--- config.mk ---
export PLATFORM = sky130hd
export DESIGN_NAME = truth_table_scanner_flat
export DESIGN_NICKNAME = d
export VERILOG_FILES = /design/src/rtl/truth_table_scanner_if.sv /design/src/rtl/truth_table_scanner.sv /design/src/flat_wrapper.sv
export SDC_FILE = /design/constraint.sdc
export NUM_CORES = 1
export LEC_CHECK = 0
export CAP_MARGIN = 20
export CORE_UTILIZATION = 34
export CTS_BUF_LIST = sky130_fd_sc_hd__clkbuf_16
export CTS_CLUSTER_DIAMETER = 200
export DETAILED_ROUTE_END_ITERATION = 8
export PLACE_DENSITY_LB_ADDON = 0.25
export SYNTH_ARGS = -nofsm -noshare
export SYNTH_HDL_FRONTEND = slang
export SYNTH_SLANG_ARGS = --single-unit
--- constraint.sdc ---
create_clock -name clk -period 2.9 [get_ports clk]
set_input_delay 0.58 -clock clk [delete_from_list [all_inputs] [get_ports clk]]
set_output_delay 0.58 -clock clk [all_outputs]
set_load 0.005 [all_outputs]
--- src/rtl/truth_table_scanner_if.sv ---
// truth_table_scanner_if
//   Bundles the scan control, the stimulus/response pair for the unit under
//   test, and the captured results of truth_table_scanner.
//   slave  : the scanner side (drives abc and the results, consumes start/y).
//   master : the controller / unit side (drives start and y).
//   Signals:
//     start     begin a scan (honoured only while idle)
//     abc       stimulus {A,B,C} to the unit
//     y         unit output, combinational function of abc
//     busy      scan in progress
//     done      one-cycle completion pulse
//     table_out captured truth table, bit k = y for vector k
//     pass      table_out matches the golden table
//     fail_mask bitwise difference from the golden table
interface truth_table_scanner_if;
    logic       start;
    logic [2:0] abc;
    logic       y;
    logic       busy;
    logic       done;
    logic [7:0] table_out;
    logic       pass;
    logic [7:0] fail_mask;

    modport slave (
        input  start, y,
        output abc, busy, done, table_out, pass, fail_mask
    );

    modport master (
        output start, y,
        input  abc, busy, done, table_out, pass, fail_mask
    );
endinterface

--- src/rtl/truth_table_scanner.sv ---
// truth_table_scanner
//   Exhaustive stimulus-and-capture stage for a 3-input combinational unit.
//   On start it drives abc through 000..111, holds each vector HOLD_CYCLES
//   cycles, samples y on the last cycle of each hold into table_out, then
//   pulses done.
//   Parameters:
//     HOLD_CYCLES  cycles each vector is held before y is sampled (1..255)
//     EXPECTED     golden truth table, bit k = required y for vector k
//   Ports:
//     clk    rising-edge clock
//     rst_n  synchronous active-low reset
//     bus    truth_table_scanner_if.slave (start, abc, y, busy, done,
//            table_out, pass, fail_mask)
//   Build option:
//     SCAN_CHECK_EN  when defined, pass/fail_mask compare table_out against
//                    EXPECTED; when undefined both outputs are tied to 0.
module truth_table_scanner #(
    parameter int         HOLD_CYCLES = 4,
    parameter logic [7:0] EXPECTED    = 8'h00
) (
    input  logic                     clk,
    input  logic                     rst_n,
    truth_table_scanner_if.slave     bus
);

    localparam logic [7:0] HOLD_LAST = 8'(HOLD_CYCLES - 1);

    typedef enum logic [1:0] {IDLE, RUN, DONE} state_t;

    state_t     state, state_nxt;
    logic [2:0] idx;
    logic [7:0] hold;
    logic [2:0] abc_q;
    logic [7:0] table_q;
    logic [7:0] table_nxt;
    logic       last_hold;
    logic       busy, done;

    assign last_hold = (hold == HOLD_LAST);

    // Table as it will look after this cycle's capture; used so the compare
    // result is already valid during the DONE cycle.
    always_comb begin
        table_nxt      = table_q;
        table_nxt[idx] = bus.y;
    end

    // State register
    always_ff @(posedge clk) begin
        if (!rst_n) state <= IDLE;
        else        state <= state_nxt;
    end

    // Next-state logic
    always_comb begin
        state_nxt = state;
        case (state)
            IDLE:    if (bus.start) state_nxt = RUN;
            RUN:     if (last_hold && idx == 3'd7) state_nxt = DONE;
            DONE:    state_nxt = IDLE;
            default: state_nxt = IDLE;
        endcase
    end

    // Output decode
    always_comb begin
        busy = 1'b0;
        done = 1'b0;
        case (state)
            RUN:     busy = 1'b1;
            DONE:    done = 1'b1;
            default: ;
        endcase
    end

`ifdef SCAN_CHECK_EN
    logic       pass_q;
    logic [7:0] fail_q;
`endif

    // Scan datapath: vector index, hold counter, registered stimulus, capture.
    // abc is registered one step ahead so the new vector appears on the same
    // edge that captures y for the previous one.
    always_ff @(posedge clk) begin
        if (!rst_n) begin
            idx     <= 3'd0;
            hold    <= 8'd0;
            abc_q   <= 3'd0;
            table_q <= 8'h00;
`ifdef SCAN_CHECK_EN
            pass_q  <= 1'b0;
            fail_q  <= 8'h00;
`endif
        end else begin
            case (state)
                IDLE: begin
                    if (bus.start) begin
                        idx     <= 3'd0;
                        hold    <= 8'd0;
                        abc_q   <= 3'd0;
                        table_q <= 8'h00;
`ifdef SCAN_CHECK_EN
                        pass_q  <= 1'b0;
                        fail_q  <= 8'h00;
`endif
                    end
                end
                RUN: begin
                    if (last_hold) begin
                        table_q <= table_nxt;
                        hold    <= 8'd0;
                        if (idx == 3'd7) begin
                            abc_q  <= 3'd0;
`ifdef SCAN_CHECK_EN
                            pass_q <= (table_nxt == EXPECTED);
                            fail_q <= table_nxt ^ EXPECTED;
`endif
                        end else begin
                            idx   <= idx + 3'd1;
                            abc_q <= idx + 3'd1;
                        end
                    end else begin
                        hold <= hold + 8'd1;
                    end
                end
                default: ;
            endcase
        end
    end

    assign bus.abc       = abc_q;
    assign bus.busy      = busy;
    assign bus.done      = done;
    assign bus.table_out = table_q;
`ifdef SCAN_CHECK_EN
    assign bus.pass      = pass_q;
    assign bus.fail_mask = fail_q;
`else
    assign bus.pass      = 1'b0;
    assign bus.fail_mask = 8'h00;
`endif

endmodule
--- src/flat_wrapper.sv ---
// flat-port wrapper written by rule: the top's interface ports become plain ports
module truth_table_scanner_flat 
#(
    parameter int         HOLD_CYCLES = 4,
    parameter logic [7:0] EXPECTED    = 8'h00
)
  (clk, rst_n, bus_start, bus_y, bus_abc, bus_busy, bus_done, bus_table_out, bus_pass, bus_fail_mask);
  truth_table_scanner_if bus_i ();
  input  logic clk;
  input  logic rst_n;
  input wire logic [$bits(bus_i.start)-1:0] bus_start;
  input wire logic [$bits(bus_i.y)-1:0] bus_y;
  output wire logic [$bits(bus_i.abc)-1:0] bus_abc;
  output wire logic [$bits(bus_i.busy)-1:0] bus_busy;
  output wire logic [$bits(bus_i.done)-1:0] bus_done;
  output wire logic [$bits(bus_i.table_out)-1:0] bus_table_out;
  output wire logic [$bits(bus_i.pass)-1:0] bus_pass;
  output wire logic [$bits(bus_i.fail_mask)-1:0] bus_fail_mask;
  assign bus_i.start = bus_start;
  assign bus_i.y = bus_y;
  assign bus_abc = bus_i.abc;
  assign bus_busy = bus_i.busy;
  assign bus_done = bus_i.done;
  assign bus_table_out = bus_i.table_out;
  assign bus_pass = bus_i.pass;
  assign bus_fail_mask = bus_i.fail_mask;
  truth_table_scanner #(.HOLD_CYCLES(HOLD_CYCLES), .EXPECTED(EXPECTED)) u_core (.clk(clk), .rst_n(rst_n), .bus(bus_i));
endmodule
* After elaboration in Yosys (flattened, before gate mapping) *
Cells that the tools add are included.

word-level totals
  flip-flop bits (word level) = 24
  input bits = 4
  output and inout bits = 22

operators by class
  add/subtract/negate cells = 2
  $lt $le $gt $ge = 2
  equal/unequal tests = 8
  muxes and demuxes = 20
  reduce and logical (&&, ||, !) cells = 8

operator list
  cell                                                                number
  case mux 8 bit (2 select lines)                                     2
  two-way mux 8 bit                                                   3
  two-way mux 3 bit                                                   5
  case mux 3 bit (2 select lines)                                     2
  adder 8 x 1 -> 8 bit (second input constant)                        1
  bitwise mux 8 bit                                                   1
  == test 8 x 2 -> 1 bit (second input constant)                      1
  less-than comparator 3 x 4 -> 1 bit (second input constant)         1
  two-way mux 2 bit                                                   2
  inequality test 2 x 1 -> 1 bit (second input constant)              2
  inequality test 2 bit (second input constant)                       2
  case mux 2 bit (2 select lines)                                     1
  AND reduction 2 bit                                                 2
  AND reduction 4 bit                                                 1
  adder 3 x 1 -> 3 bit (second input constant)                        1
  demux 1 bit (select 3 bit)                                          1
  == test 3 bit (second input constant)                               1
  greater-or-equal comparator 3 x 1 -> 1 bit (second input constant)  1
  two-way mux 1 bit                                                   3
  AND reduction 3 bit                                                 1
  == test 2 x 1 -> 1 bit (second input constant)                      1
  == test 2 bit (second input constant)                               1
  logical AND 1 bit                                                   2
  zero test 2 bit                                                     1
  nonzero test 2 bit                                                  1

* Longest topological paths before layout *
Gate-level depths: netlist (run 1).

  depth in word-level cells = 7
  depth in mapped cells = 7
  mapped depth without buffers = 6

* Worst setup path before layout (run 1) *
Ideal clock, no wire load.

  path type = flip-flop to flip-flop
  start point = register u_core.hold[0]
  end point = register u_core.table_q[2] (netlist: u_core.bus.table_out[2])
  setup time = 0.129 ns
  arrival time = 1.461 ns
  setup slack = 1.310 ns
  stages on the path, launching flop included = 7
  clock period less this slack = 1.590 ns
  cell sequence = dfxtp_1 > ha_1 > nor4b_4 > a21oi_2 > buf_6 > o311ai_2 > o31ai_2

between the ends
  word-level cells in the longest chain between the ends = 3

RTL lines
  what                                      RTL line                    source
  start: declaration                        truth_table_scanner.sv:32   logic [7:0] hold;
  start signal: assignment                  truth_table_scanner.sv:123  hold <= hold + 8'd1;
  == test 8 x 2 -> 1 bit                    truth_table_scanner.sv:39   assign last_hold = (hold == HOLD_LAST);
  inequality test 2 x 1 -> 1 bit (no line)  n/a
  AND reduction 3 bit (no line)             n/a
  end signal: assignment                    truth_table_scanner.sv:110  table_q <= table_nxt;
  end: declaration                          truth_table_scanner.sv:34   logic [7:0] table_q;

Every way passes these cells.
A chain may end at the register's enable or synchronous reset.

* Final worst setup path (run 1) *
  start point = register u_core.state[1]
  end point = output bus_busy

between the ends
  word-level cells in the longest chain between the ends = 2

RTL lines
  what                      RTL line                   source
  start: declaration        truth_table_scanner.sv:30  state_t state, state_nxt;
  start signal: assignment  truth_table_scanner.sv:51  else state <= state_nxt;
  == test 2 x 1 -> 1 bit    truth_table_scanner.sv:69  case (state)
  two-way mux 1 bit         truth_table_scanner.sv:69
  end: declaration          flat_wrapper.sv:14         output wire logic [$bits(bus_i.busy)-1:0] bus_busy;

Every way passes these cells.

==> key figures, run 1 <==
Status
  • Status: completed

Synth
  • Post-synthesis compound-gate area fraction: 20.2%
  • #FFs+latches synth: 24
  • Top cells by area, synth: dfxtp_1 37%, buf_4 5.2%, o311ai_0 4.1%, nand3_1 3.9%, ha_1 2.9%
  • Top-count cell post-synth: dfxtp_1
  • Post-synthesis cell count: 147
  • Top cells by instance count after synthesis: 24 x dfxtp_1, 10 x nand3_1, 10 x nor2_1
  • Largest family of logic cells by synthesized area: simple AND/OR/NAND/NOR gates
  • Distinct cells, synth: 42
  • Post-synth top area share: 37.2%
  • Register area share after synthesis: 37.2%
  • Leading area contributor after synthesis: dfxtp_1
  • Netlist Area Pre-Place: 0.00129 mm2
  • Post-synth ARST share: 0%
  • Adder-Cell Fraction of Synth Area: 2.91%
  • Mux cell area share after synthesis: 2.33%
  • Post-synth EDFFs: 0
  • Mapped Avg Cell Area: 8.78 um2
  • YS warnings: 0
  • Primary FF master, synth: dfxtp_1
  • Simple-gate share of the synthesized area: 23.8%
  • Post-Synth XOR/XNOR Area: 2.03%

Detailed routing
  • Via Count: 1,090
  • DRT iter0 DRCs: 62
  • Pre-Repair DR Iteration Count: 4
  • Routed WL per cell: 13.5 um
  • Via/cell ratio: 5.29
  • Final wirelength: 2780 um
  • Post-route ant nets: 0
  • Number of remaining DRC errors: 0

CTS
  • CTS sink cnt: 24
  • Post-cts resize count: 0
  • Max H-tree Level: 1
  • CTS root buf: clkbuf_16
  • CTS Hold Bufs: 0
  • Clock Pin Slew Worst Setup and Hold Paths: 0.06 ns
  • CTS Buffer Depth: 2
  • Post-CTS Setup Bufs: 0
  • TritonCTS clock tree: done
  • Clock buffer count from CTS: 3
  • Clk Latency, worst-skew pair: 0.25 ns

Floorplan
  • I/O pin count: 26
  • Row cnt: 22
  • Core area: 0.00366 mm2
  • Initial core utilization: 35.3%
  • Die area: 0.00405 mm2
  • Chip height: 63.6 um
  • Die X: 63.6 um

Place
  • Post-DP HPWL: 1940 um
  • Port-buffer cells: 16
  • RD Place Congestion: 0.741
  • Pre-CTS setup slack: 0.887 ns

Layout
  • Nets@finish: 166
  • Seq. cell area: 480 um2
  • Proportion of layout cells with a drive suffix above 1: 8.86%
  • N_diodes: 0
  • Fill cells: 371
  • Area occupied by multi-input gates: 696 um2
  • Area Growth Syn to Fin: 17.2%

Setup path
  • CP max FO: 10
  • CP Cell Sequence: nand2b_1 > inv_2 > clkdlybuf4s50_1
  • Data arrival time of the critical path: 1.65 ns
  • Setup crit end kind: output pin
  • Type of the worst setup path: reg -> out
  • Max incr delay on CP: 0.52 ns
  • Slowest cell on crit path: clkdlybuf4s50_1
  • Worst setup SP type: flip-flop
  • Required time of the critical path: 2.32 ns

Hold path
  • Tightest Hold Check Type: reg -> reg

Timing
  • Setup ws final: 0.674 ns
  • Fraction of the cycle the final worst path needs: 76.8%
  • Max-slew headroom: 48.8%
  • RSZ-0062 raised after global routing: false
  • # setup viols final: 0
  • Hold Vio Cnt, Final: 0
  • Fin Setup TNS: 0 ns
  • Fin. max-slew vios: 0
  • Final min period: 2.23 ns
  • Slew @ Worst Pin: 0.768 ns
  • Clk_skew: 0.00202 ns
  • Max frequency: 449 MHz

Global route
  • Gr usage total: 14.8%
  • Initial antenna violation count: 0
  • Vias in the first global route: 1,031
  • Largest net degree at the start of global routing: 24
  • Grt ovf: 0
  • Global-route wire length before repair: 4770 um

Power
  • PwrDens: 454 mW/mm2
  • Leakage power: 0.000540 uW
  • IR Drop Worst-Case VDD: 0.182 mV

Run
  • Max Cap Viol: 0
[worst paths after layout]
path,cells after the start,start,endpoint,slack (ns)
worst max-delay path,3,u_core.state[1],bus_busy,0.67
worst min-delay path,2,u_core.bus.abc[0],u_core.bus.abc[0],0.46
worst max register to register,5,u_core.hold[0],u_core.bus.table_out[2],1.02
worst min register to register,2,u_core.bus.abc[0],u_core.bus.abc[0],0.46
[area by class of cell]
cell class                      instances  share of cell area (%)
Multi-Input combinational cell        106                    46.0
Sequential cell                        24                    31.8
Timing Repair Buffer                   18                    11.6
Clock buffer                            3                    4.96
Tap cell                               48                    3.97
Inverter                                6                    1.49
Clock inverter                          1                   0.248
[power by group]
group	internal (uW)	switching (uW)	total, uW	leakage (uW)
combinational	18.2	36.1	54.2	0.000307
clock	184	113	297	0.0000385
sequential	333	2.71	336	0.000194
total	535	152	687	0.000540
[registers in the layout (all words and copies together) (netlist names)]
register	count
u_core.bus.abc	3
u_core.bus.table_out	8
u_core.hold	8
u_core.idx	3
u_core.state	2
[cell usage in the layout, fill, tap and decap left out, types with 2 or more instances in the layout]
cell	synthesis	final
xnor2_1	3	3
ha_1	3	3
o21ai_0	5	5
nor2b_1	2	2
nor3_1	4	4
o21a_1	3	3
clkdlybuf4s50_1	0	16
inv_1	4	4
dfxtp_1	24	24
nand2b_1	3	3
conb_1	1	9
nor2_1	10	10
a21oi_1	5	5
clkbuf_16	0	3
buf_4	9	2
nand4b_1	2	2
nand3_1	10	10
o311ai_0	6	6
nand2_1	7	7
mux2i_1	3	3
and3_1	2	2
o21ai_1	7	7
clkinv_1	1	2
nand4_1	2	2
a31oi_1	5	5
[per-layer routing]
layer	global-route usage (%)	vias to the layer above	share of wire, %
li1	-	537	-
met1	19.1	518	48
met2	24.5	33	47
met3	2.90	2	4.1
met4	4.83	0	0.40
met5	0	-	0
[worst max-delay path, delay by kind of cell (launching register included)]
| kind | cells | cell delay (ns) |
|---|---|---|
| buffers and inverters | 2 | 0.75 |
| flip-flops | 1 | 0.31 |
| AND/OR/NAND/NOR | 1 | 0.32 |
[stage by stage]
step / instance area, um2 / hold slack [ns] / power (uW) / utilization (%) / std cells
6_report: 1510 / 0.464 / 687 / 41.3 / 206
2_1_floorplan: 1320 / 0.451 / 388 / - / 155
3_3_place_gp: 1430 / 0.453 / 396 / 39.2 / 202
4_1_cts: 1510 / 0.467 / 695 / 41.3 / 206
3_5_place_dp: 1430 / 0.457 / 397 / 39.2 / 202
5_1_grt: 1510 / 0.502 / 715 / 41.3 / 206
[logic make-up (layout without fill, tap and decap cells)]
logic type	after synthesis	after routing
AND/OR/NAND/NOR	50	50
XOR/XNOR	3	3
multiplexers	3	3
AO/OA/AOI/OAI	38	38
flip-flops	24	24
other	1	9
adder cells (fa/ha/maj)	3	3
buffers and inverters	25	28
(Power assumes the default switching activity.)
==> run 2, diff against run 1 <==
==> constraint.sdc (replaced) <==
create_clock -name clk -period 2 [get_ports clk]
set_input_delay 0.4 -clock clk [delete_from_list [all_inputs] [get_ports clk]]
set_output_delay 0.4 -clock clk [all_outputs]
set_load 0.005 [all_outputs]
==> key figures, run 2 (same netlist as run 1, synthesis figures left out) <==
Status
  • Status: completed (unchanged)

Layout
  • Commonest non-fill, non-tap cell in the layout: dfxtp_1 (unchanged)
  • Area Growth Syn to Fin: 21.1% (was 17.2%)
  • Fill cells: 350 (was 371)
  • Post-Layout Cell Count: 210 (was 206)
  • Design area: 0.00156 mm2 (was 0.00151 mm2)
  • Leading cell types in the layout, fill and taps excluded: 24 x dfxtp_1, 16 x clkdlybuf4s50_1, 10 x nand3_1, 10 x nor2_1, 9 x conb_1 (unchanged)
  • N_diodes: 0 (unchanged)
  • Proportion of layout cells with a drive suffix above 1: 11.7% (was 8.86%)
  • Seq. cell area: 480 um2 (unchanged)
  • Nets@finish: 170 (was 166)
  • Area occupied by multi-input gates: 704 um2 (was 696 um2)

Place
  • Port-buffer cells: 16 (unchanged)
  • RD Place Congestion: 0.887 (was 0.741)
  • Placed insts: 206 (was 202)
  • Post-DP HPWL: 2060 um (was 1940 um)
  • Cell Area, Placed: 0.00148 mm2 (was 0.00143 mm2)

Power
  • Switching pwr: 224 uW (was 152 uW)
  • Sequential Power Share: 48.3% (was 48.9%)
  • Comb power frac: 8.9% (was 7.9%)
  • PwrDens: 645 mW/mm2 (was 454 mW/mm2)
  • Leakage power: 0.000564 uW (was 0.000540 uW)
  • IR Drop Worst-Case VDD: 0.323 mV (was 0.182 mV)
  • Clock power share: 42.8% (was 43.2%)
  • Sw frac: 22.2% (was 22.1%)
  • Int Pwr: 785 uW (was 535 uW)

Timing
  • Fin Setup TNS: 0 ns (unchanged)
  • RSZ-0062 raised after global routing: false (unchanged)
  • Fraction of the cycle the final worst path needs: 93.7%
  • Final min period: 1.87 ns
  • Clk_skew: 0.00561 ns (was 0.00202 ns)
  • # setup viols final: 0 (unchanged)
  • Max frequency: 533 MHz
  • Hold Vio Cnt, Final: 0 (unchanged)
  • Fin. max-slew vios: 0 (unchanged)

Detailed routing
  • Number of remaining DRC errors: 0 (unchanged)
  • Pre-Repair DR Iteration Count: 4 (unchanged)
  • Post-route ant nets: 0 (unchanged)
  • Routed WL per cell: 13.8 um (was 13.5 um)
  • Via Count: 1,101 (was 1,090)
  • Via/cell ratio: 5.24 (was 5.29)
  • Final wirelength: 2900 um (was 2780 um)
  • DRT iter0 DRCs: 56 (was 62)

Setup path
  • CP max FO: 8 (was 10)
  • Type of the worst setup path: reg -> out (unchanged)
  • Crit path buf inv count: 2 (unchanged)
  • Data arrival time of the critical path: 1.47 ns (was 1.65 ns)
  • Max incr delay on CP: 0.53 ns (was 0.52 ns)
  • Slowest cell on crit path: clkdlybuf4s50_1 (unchanged)
  • Required time of the critical path: 1.60 ns (was 2.32 ns)
  • Setup crit end kind: output pin (unchanged)
  • Worst setup SP type: flip-flop (unchanged)
  • Kind of cell adding the most delay to the critical path: buffers and inverters (unchanged)
  • CP Cell Sequence: nand2b_1 > inv_2 > clkdlybuf4s50_1 (unchanged)

Floorplan
  • Core area: 0.00366 mm2 (unchanged)
  • Die X: 63.6 um (unchanged)
  • Initial core utilization: 35.3% (unchanged)
  • I/O pin count: 26 (unchanged)
  • Chip height: 63.6 um (unchanged)
  • Row cnt: 22 (unchanged)
  • Die area: 0.00405 mm2 (unchanged)

CTS
  • Clock Pin Slew Worst Setup and Hold Paths: 0.06 ns (about the same)
  • Max H-tree Level: 1 (unchanged)
  • Post-CTS Setup Bufs: 0 (unchanged)
  • Clk Latency, worst-skew pair: 0.26 ns (was 0.25 ns)
  • Clock buffer count from CTS: 3 (unchanged)
  • CTS Buffer Depth: 2 (unchanged)
  • TritonCTS clock tree: done (unchanged)
  • CTS sink cnt: 24 (unchanged)
  • CTS root buf: clkbuf_16 (unchanged)

Global route
  • Initial antenna violation count: 0 (unchanged)
  • Grt ovf: 0 (unchanged)
  • Global-route wire length before repair: 5110 um (was 4770 um)
  • Gr usage total: 16.1% (was 14.8%)
  • Largest net degree at the start of global routing: 24 (unchanged)
  • Vias in the first global route: 1,099 (was 1,031)

Run
  • Max Cap Viol: 0 (unchanged)

Hold path
  • Tightest Hold Check Type: reg -> reg (unchanged)
## run 2: cell types whose count changed in the layout (fill, tap and decap cells not counted), sizes merged
cell  previous run  this run
buf              2         6
## run 2: power by group through the flow
stage,registers [uW],clock network [uW],logic [uW]
after floorplan,497,0,65.7
after global placement,497,0,86.3
after detailed placement,498,0,87.8
after CTS,487,446,88.3
after global routing,487,460,98.9
final,487,432,89.9
## run 2: stage by stage
step	hold WS, ns	worst slack (ns)	power [uW]	util [%]
4_1_cts	0.467	0.115	1020	42.5
2_1_floorplan	0.451	0.410	563	-
6_report	0.468	0.125	1010	42.7
3_3_place_gp	0.451	0.265	584	40.3
5_1_grt	0.495	0.0119	1050	42.7
3_5_place_dp	0.458	0.175	585	40.3
## run 2: worst reg2reg max path: stages, from the launching register on
cell,delay (ns)
dfxtp_1,0.37
ha_1,0.27
nor4b_4,0.35
and3_2,0.35
nand4_2,0.18
o31ai_2,0.21
## run 2: per-layer routing
metal  part of all wire (%)  up-vias  track usage (%)
li1                       -      546                -
met4                    2.0        0             6.82
met2                     47       33             26.9
met3                    4.3        9             4.17
met1                     46      513             19.4
met5                      0        -                0
## run 2: cell type report
| cell class | instances | share of cell area (%) |
|---|---|---|
| well taps | 48 | 3.84 |
| repair buffers | 22 | 13.9 |
| flip-flops and latches | 24 | 30.7 |
| multi-input cells | 106 | 45.0 |
| inverters | 6 | 1.44 |
| clock inverters | 1 | 0.240 |
| clock buffers | 3 | 4.80 |
## run 2: what timing repair did
item,in CTS,in global routing
setup endpoints to repair,0,3
resized for setup,0,2
hold buffers,0,0
## run 2: path summary, 6_finish.rpt
path | startpoint | to | slack, ns | depth (start not counted)
worst max-delay path | u_core.state[1] | bus_busy | 0.13 | 3
worst min-delay path | u_core.bus.abc[0] | u_core.bus.abc[0] | 0.47 | 2
worst max register to register | u_core.hold[0] | u_core.bus.table_out[2] | 0.19 | 5
worst min register to register | u_core.bus.abc[0] | u_core.bus.abc[0] | 0.47 | 2
==> run 3, diff against run 2 <==
--- a/config.mk
+++ b/config.mk
@@ -9,6 +9,7 @@
 export CORE_UTILIZATION = 34
 export CTS_BUF_LIST = sky130_fd_sc_hd__clkbuf_16
 export CTS_CLUSTER_DIAMETER = 200
+export CTS_CLUSTER_SIZE = 24
 export DETAILED_ROUTE_END_ITERATION = 8
 export PLACE_DENSITY_LB_ADDON = 0.25
 export SYNTH_ARGS = -nofsm -noshare
==> results of run 3 <==
Same layout as run 2: the final DEF is identical, and so are final timing and power.
==> RTL change 1 (settings of run 2) <==
The option `SCAN_CHECK_EN` is turned on by a define.
--- a/src/rtl/truth_table_scanner.sv
+++ b/src/rtl/truth_table_scanner.sv
@@ -16,2 +16,4 @@
 //                    EXPECTED; when undefined both outputs are tied to 0.
+`define SCAN_CHECK_EN
+
 module truth_table_scanner #(
Check against the original RTL: no difference found for any inputs over 10 cycles, from zero or initial values and one cycle with rst_n low; that may be too few to reach the edited logic, so the function may still have changed.
==> RTL change 1 against run 2 <==
The run now ends with design-rule violations left; non-clock buffer count is 27 higher; sequential cell count is 9 higher; power up 68%; sequential share of layout area fell by 1.1 points; worst setup slack worse by 0.12 ns; cell area up 43%; via count grew 27%; clock power rose by 97%; synthesized area increased by 24%; sequential power increased by 40%; utilization up 7.7 points; wire length increased by 30%.
==> RTL change 1: results (changes against run 2) <==
top post-synthesis cells by count=dfxtp_1 (33), nand2_1 (19), nor2_1 (13); flop2flop setup slack=0.004 ns (-0.19 ns); status=complete, but fails checks; detailed-placement wirelength estimate=2.68 mm (+30%); switching part of the total=0.215 (-0.00660); Final Hold Slack=0.451 ns (-0.0167 ns); top cells by area in the synthesized netlist=dfxtp_1 (41%), mux2i_1 (5.0%), nand2_1 (4.5%), or3_1 (3.9%), o2bb2ai_1 (3.8%); Data arrival, critical path=2.17 ns (+0.70 ns); Critical Path Start=u_core.hold[1]; Worst R2R Path Depth=6 (+1); Worst Clk Skew=0.00426 ns (-0.00135 ns); number of fill cells in the layout=414 (+18%); Final #Nets=229 (+35%); global-route total usage across every layer=0.167 (+0.00538); dpl cells=265 (+29%); slowest cell on the critical path=or4b_4; synthesized-area fraction occupied by adder cells=0.0234 (-0.00563); router iterations before antenna repair=6 (+2); detailed-route DRC error count=3 (+3); violated checks=design-rule violations; complex-gate fraction of the synthesized area=0.184 (-0.0180); worst min-delay path startpoint=u_core.bus.abc[1]; power in the clock group=0.849 mW (+97%); post-detailed-route via-to-cell ratio=5.09 (-3.0%); Port Buf Inserts=25 (+9); type of destination of the critical path=flop; worst r2r dst=u_core.bus.fail_mask[2]; routed wire length=3.77 mm (+30%); post-synthesis share of cell area spent on xor and xnor gates=0.0273 (+0.00699); wire length of the first global-routing pass=6.38 mm (+25%); violation count after the first detailed-route iteration=76 (+36%); proportion of layout cells with a drive suffix above 1=0.206 (+0.0890); pin count of the biggest net entering global routing=18 (-25%); number of unique standard cell types used by synthesis=43 (+2.4%)
==> RTL change 1: worst max-delay path, delay by kind of cell, from the launching register on <==
family,cells,cell delay [ns]
adders and majority gates,1,0.13
AOI/OAI and AO/OA,2,0.37
DFF,1,0.34
and+or+nand+nor,3,1.05
==> RTL change 1: final cells by class <==
cell class	count	area (um^2)	share of cell area
clock inverter	3	37.5	0.0168
tap	52	65.1	0.0290
multi-input combinational	129	905	0.404
clock buffer	5	125	0.0558
sequential	33	663	0.296
inverter	4	15.0	0.00670
timing repair buffer	49	430	0.192
==> RTL change 1: cells by family after synthesis <==
group | after synthesis
AND/OR/NAND/NOR | 75
AO/OA/AOI/OAI | 38
flip-flops | 33
buffers and inverters | 13
multiplexers | 8
XOR/XNOR | 5
adder cells (fa/ha/maj) | 3
==> RTL change 1: per-layer routing <==
layer | part of all wire | global-route usage
met1 | 0.52 | 0.235
met5 | 0 | 0
met3 | 0.063 | 0.0513
met4 | 0.017 | 0.0733
met2 | 0.39 | 0.234
==> RTL change 2 (settings of run 2) <==
Made on the original files. Re-encode `state_t` (3 states) as one-hot, 3 bits wide.
--- a/src/rtl/truth_table_scanner.sv
+++ b/src/rtl/truth_table_scanner.sv
@@ -27,3 +27,3 @@
 
-    typedef enum logic [1:0] {IDLE, RUN, DONE} state_t;
+    typedef enum logic [2:0] {IDLE = 3'b001, RUN = 3'b010, DONE = 3'b100} state_t;
 
Behaviour: same outputs for any inputs over 10 cycles, from zero or initial values and one cycle with rst_n low; not proved beyond that.
==> RTL change 2 against run 2 <==
Wire length increased by 1.7%; sequential cell count increased by 1; cell area increased by 3.0%; sequential share of layout area increased by 0.44 points; power decreased by 0.29%; worst setup slack got worse by 0.017 ns; synthesized area increased by 0.58%; largest power group unchanged; utilization increased by 1.3 points; non-clock buffer count increased by 4; maximum frequency decreased by 0.92%; via count increased by 10%; cell count increased by 8.1%.
==> RTL change 2: results (changes against run 2) <==
grt met3 use=0.0321 (-0.00952); Port Buf Inserts=16 (unchanged); top post-synthesis cells by count=dfxtp_1 (25), nand3_1 (16), nand2_1 (15); met2 layer usage reported by global route=0.246 (-0.0226); detailed-placement wirelength estimate=2.16 mm (+4.8%); post-layout instance count excluding filler cells=227 (+8.1%); status=completed; post-synthesis share of cell area spent on xor and xnor gates=0 (-0.0203); initial antenna violation count=0 (unchanged); complex-gate fraction of the synthesized area=0.195 (-0.00695); power in the clock group=0.438 mW (+1%); cell area after placement=0.00153 mm^2 (+3.3%); Final Total Pwr=1.01 mW (-0.29%); routed wirelength normalized by instance count=13.0 um (-5.9%); violation count after the first detailed-route iteration=51 (-8.9%); synthesized-area fraction occupied by adder cells=0.0289 (-0.000168); Data arrival, critical path=2.02 ns (+0.55 ns); proportion of layout cells with a drive suffix above 1=0.112 (-0.00555); number of fill cells in the layout=387 (+11%); DR top layer=met3; net switching power=0.215 mW (-3.9%); Worst Clk Skew=0.00310 ns (-0.00251 ns); mux contribution to synthesized area=0.00771 (-0.0155); maximum vdd ir drop=0.241 mV (-25%); global routing usage on met1=0.208 (+0.0141); wire length on met2=1.41 mm (+2.3%); wire length of the first global-routing pass=4.96 mm (-3.0%); dpl cells=223 (+8.3%); met1 wire length=1.47 mm (+9.7%); Final #Nets=187 (+10%); Resized cells post-CTS=2 (+2); per-instance average area after synthesis=8.22 um^2 (-6.4%); relative contribution of combinational cells to total power=0.063 (-0.026); slowest cell on the critical path=or4b_4; pre-CTS setup slack=0.116 ns (-0.0592 ns); Post-CTS Setup Repair Bufs=0 (unchanged); global placement routability congestion=0.833 (-6.1%); met3 layer wire length in the routed design=69 um (-44%); portion of the post-synthesis area used by sequential elements=0.385 (+0.0133); pin count of the biggest net entering global routing=16 (-33%); vias in the first global route=1093 (-0.55%); worst hold path type=reg2reg; number of unique standard cell types used by synthesis=38 (-9.5%); P_leak=0.583 nW (+3.3%); kind of cell with the highest combined delay on the critical path=simple AND/OR/NAND/NOR gates; global-route total usage across every layer=0.157 (-0.00395); Via Count=1214 (+10%); top cells by area in the synthesized netlist=dfxtp_1 (39%), nand3_1 (6.2%), buf_4 (5.2%), a21oi_1 (5.0%), nand2_1 (4.3%)
==> RTL change 2: layout make-up <==
class	instances	area [um^2]	area share
Multi-Input combinational cell	121	721	0.448
Inverter	3	11.3	0.00699
Clock buffer	3	75.1	0.0466
Clock inverter	1	3.75	0.00233
Tap cell	48	60.1	0.0373
Sequential cell	25	502	0.312
Timing Repair Buffer	26	238	0.148
==> RTL change 2: worst register-to-register path, stage by stage, from the launching register on <==
cell	delay (ns)
dfxtp_1	0.39
ha_1	0.18
or4b_4	0.51
nor4_4	0.42
a31o_2	0.22
a21oi_1	0.05
==> RTL change 2: worst paths after layout <==
| check | cells after the start | start | endpoint | slack [ns] |
|---|---|---|---|---|
| setup / recovery | 5 | u_core.hold[0] | u_core.bus.table_out[3] | 0.11 |
| hold / removal | 2 | u_core.bus.abc[0] | u_core.bus.abc[0] | 0.47 |
| setup reg to reg | 5 | u_core.hold[0] | u_core.bus.table_out[3] | 0.11 |
| hold reg to reg | 2 | u_core.bus.abc[0] | u_core.bus.abc[0] | 0.47 |
